==> config.mk <==
export PLATFORM = sky130hd
export DESIGN_NAME = counter_mod_nbit
export DESIGN_NICKNAME = d
export VERILOG_FILES = /design/src/rtl/counter_mod_nbit.sv
export SDC_FILE = /design/constraint.sdc
export NUM_CORES = 1
export LEC_CHECK = 0
export ABC_CLOCK_PERIOD_IN_PS = 8000
export CORE_ASPECT_RATIO = 1.4
export CORE_MARGIN = 4
export CORE_UTILIZATION = 45
export CTS_CLUSTER_SIZE = 24
export DETAILED_ROUTE_END_ITERATION = 10
export HOLD_SLACK_MARGIN = 0.1
export PLACE_DENSITY = 0.74
export SYNTH_ARGS = -nofsm -noshare
export SYNTH_HDL_FRONTEND = slang
export SYNTH_SLANG_ARGS = --single-unit
export TNS_END_PERCENT = 20
==> constraint.sdc <==
create_clock -name clk -period 8 [get_ports clk]
set_input_delay 1.6 -clock clk [delete_from_list [all_inputs] [get_ports clk]]
set_output_delay 1.6 -clock clk [all_outputs]
set_load 0.02 [all_outputs]
==> src/rtl/counter_mod_nbit.sv <==
// counter_mod_nbit: up/down counter bounded 0..limit with step, load, wrap/saturate/one-shot modes; in clk reset enable load data up_down step limit mode start, out count tc busy done
module counter_mod_nbit #(
  parameter int WIDTH = 8,
  parameter int STEP_W = 4
) (
  input  logic              clk,
  input  logic              reset,
  input  logic              enable,
  input  logic              load,
  input  logic [WIDTH-1:0]  data,
  input  logic              up_down,
  input  logic [STEP_W-1:0] step,
  input  logic [WIDTH-1:0]  limit,
  input  logic [1:0]        mode,
  input  logic              start,
  output logic [WIDTH-1:0]  count,
  output logic              tc,
  output logic              busy,
  output logic              done
);
  localparam logic [1:0] IDLE = 2'd0;
  localparam logic [1:0] RUN  = 2'd1;
  localparam logic [1:0] DONE = 2'd2;
  logic [1:0] state, state_n;
  logic [WIDTH-1:0] count_n, stepped, rail;
  logic [WIDTH:0] ext_step, sum;
  logic tc_n, one_shot, sat, bnd;
  assign ext_step = {{(WIDTH+1-STEP_W){1'b0}}, step};
  assign sum = {1'b0, count} + ext_step;
  assign bnd = up_down ? sum > {1'b0, limit} : ext_step > {1'b0, count};
  assign stepped = up_down ? count + ext_step[WIDTH-1:0] : count - ext_step[WIDTH-1:0];
  assign rail = up_down ? limit : '0;
  assign one_shot = mode == 2'b10;
  assign sat = mode == 2'b01;
  assign busy = state == RUN;
  assign done = state == DONE;
  always_comb begin
    count_n = count;
    tc_n = 1'b0;
    state_n = one_shot ? state : IDLE;
    if (load)
      count_n = data > limit ? limit : data;
    else if (one_shot && start) begin
      count_n = up_down ? '0 : limit;
      state_n = RUN;
    end else if (enable && step != '0 && (!one_shot || state == RUN)) begin
      if (count > limit)
        count_n = limit;
      else if (!bnd)
        count_n = stepped;
      else if (one_shot) begin
        count_n = rail;
        tc_n = 1'b1;
        state_n = DONE;
      end else if (sat) begin
        count_n = rail;
        tc_n = count != rail;
      end else begin
        count_n = up_down ? '0 : limit;
        tc_n = 1'b1;
      end
    end
  end
  always_ff @(posedge clk) begin
    if (reset) begin
      count <= '0;
      tc <= 1'b0;
      state <= IDLE;
    end else begin
      count <= count_n;
      tc <= tc_n;
      state <= state_n;
    end
  end
endmodule

==> run_results.csv <==
group,metric,value,unit
pwr,power_density,146,nW/µm²
clock_network,path_clk_slew,60,ps
clock_network,cts_tree,"yes",
layout,fin_nets,370,
timing,fmax,186,MHz
routing,dr.pass1.iters,5,
routing,wirelength,6.06,mm
layout,drive_above_1_share,0.0521,
synthesis,netlist_instances,277,
global_route,antenna_found_initial,0,
synthesis,synth_sequential_area_ratio,0.106,
critical_path,cp.arrival,5480,ps
synthesis,syn_area,2090,µm²
critical_path,crit_path_max_fanout,7,
global_route,grt_util_all_layers,0.215,
die,die-area,5800,µm²
global_route,grt_start_max_net_pins,23,
routing,vias_per_cell,5.91,
critical_path,end_kind,"flip-flop",
timing,rsz0062_at_grt,"false",
global_route,overflow,0,
synthesis,synth-seq-cells,11,
layout,syn_to_final_growth,21.5,%
routing,drc,0,
synthesis,yosysWarnings,0,
outcome,status,"finished clean",
layout,fin_util,0.563,
die,die_h,88.6,µm
die,rows,29,
layout,final_common_cell,"clkdlybuf4s50_1",
layout,final_cell_mix,"clkdlybuf4s50_1 (38), ha_1 (32), nor2_1 (26)",
critical_path,worst-setup-path-type,"input port to flip-flop",
placement,routabilityCongestion,0.929,
die,start_util,0.464,
routing,wire_per_inst,16.4,µm
placement,numPlacedInstances,365,
hold_path,hold_class,"flip-flop to flip-flop",
timing,timing.final.crit_period,5360,ps
placement,io_buffers,38,
timing,finalHoldViolCount,0,
synthesis,synth_edf_count,0,
pwr,ir_worst_vdd,0.0757,mV
routing,ant_nets,0,
clock_network,cts.sinks,11,
clock_network,ctsResizeCount,0,
clock_network,cts_setup_buffers,0,
clock_network,h-tree-depth,1,
synthesis,ys_types,57,
timing,setup_slack,2640,ps
timing,slew_violations,0,
timing,finalClockSkew,8.45,ps
die,die_w,65.5,µm
synthesis,async_reset_ff_frac,0,
placement,hpwl,4.86,mm
layout,stdcell_count,369,
timing,timing.final.crit_share,0.670,
routing,drtIter0Drc,131,
placement,pre_cts_slack,2430,ps
timing,holdWs,535,ps
critical_path,cp-start-kind,"input port",
timing,tightest_slew,976,ps
pwr,leakagePower,1.03,nW
routing,vias,2179,
synthesis,synth_ff_type,"dfxtp_1",
clock_network,insertion_delay,240,ps
timing,setup_viol,0,
clock_network,hold_buffers,0,
die,core,4500,µm²
clock_network,cts_made_buffers,3,
clock_network,clock_path_buffers,2,
die,ios,39,
timing,relSlewSlack,0.345,
critical_path,cp_data_required_time,8120,ps
clock_network,ctsRootBufferMaster,"clkbuf_8",
job,drv_cap,0,
global_route,grt_pass1_wl,9.81,mm
synthesis,synth_area_per_cell,7.53,µm²
synthesis,synthesis.nets,339,
layout,num_antenna_cells,0,
global_route,grt_pass1_vias,2089,
timing,final.setup.tns,0,ps
==> per-stage QoR <==
step	power, mW	cell area [µm²]
floorplan	0.242	2090
global placement	0.309	2490
detailed placement	0.312	2490
CTS	0.371	2530
global route	0.402	2530
finish	0.371	2530
==> registers in the layout, summed over array words and instances, names as in the netlist <==
name   count
count      8
state      2
tc         1
==> cell type report <==
class                      instances  area [µm²]
tap                               62        77.6
timing repair buffer              38         380
sequential                        11         220
inverter                          24        90.1
clock buffer                       4        45.0
fill                             454        1970
multi-input combinational        230        1720
==> synthesized netlist by cell type (all sizes together), types with 3 or more instances <==
cell     number  share of area
a2111oi       6          0.034
a211oi        3          0.011
a21oi        23          0.061
a221oi        5          0.021
a22oi         4          0.014
a31oi         3         0.0090
buf           5          0.014
clkbuf        7          0.013
dfxtp        11           0.11
ha           32           0.19
inv          24          0.043
nand2        18          0.034
nand2b        6          0.022
nand3        11          0.026
nand3b        4          0.014
nand4         3         0.0090
nor2         26          0.047
nor3          6          0.014
nor4          3         0.0090
o211ai        5          0.031
o21ai        16          0.038
o22ai         5          0.015
xnor2        11          0.046
xor2          5          0.021
==> metal layers <==
metal  global-route usage  vias to the layer above  part of all wire
met2                0.391                       89              0.50
met1                0.259                      993              0.42
met5                    0                        -                 0
met4               0.0623                        0             0.013
met3               0.0356                        8             0.066
li1                     -                     1089                 -
==> kinds of logic (layout without fill, tap and decap cells) <==
| logic type | count (synthesis) | after routing | synth area share |
|---|---|---|---|
| simple gates | 88 | 88 | 0.215 |
| flops | 11 | 11 | 0.106 |
| fa+ha+maj | 34 | 34 | 0.211 |
| xor+xnor | 16 | 16 | 0.0672 |
| compound gates | 89 | 89 | 0.317 |
| mux | 3 | 3 | 0.0150 |
| buf+inv | 36 | 66 | 0.0696 |
==> final timing paths <==
check             startpoint        to  slack [ps]  cells after the start
setup / recovery     step[3]  count[2]        2640                     15
hold / removal      state[1]  state[1]         530                      2
hold reg to reg     state[1]  state[1]         530                      2
setup reg to reg    count[3]  count[2]        3980                     13
==> power by group <==
part	internal [mW]	switching, mW
registers	0.0615	0.0236
logic	0.105	0.124
clock network	0.0351	0.0222
total	0.201	0.169
==> worst max-delay path: stages <==
cell	delay, ps
clkdlybuf4s50_1	490
inv_1	50
ha_1	410
or3b_2	490
o221ai_2	260
nand3_1	130
xnor2_1	170
ha_1	220
nor3_1	130
o211ai_1	110
o211ai_1	280
o211ai_4	170
nor3_1	430
a221oi_1	150
a2111oi_0	380
Power figures use the tool's default switching activity.
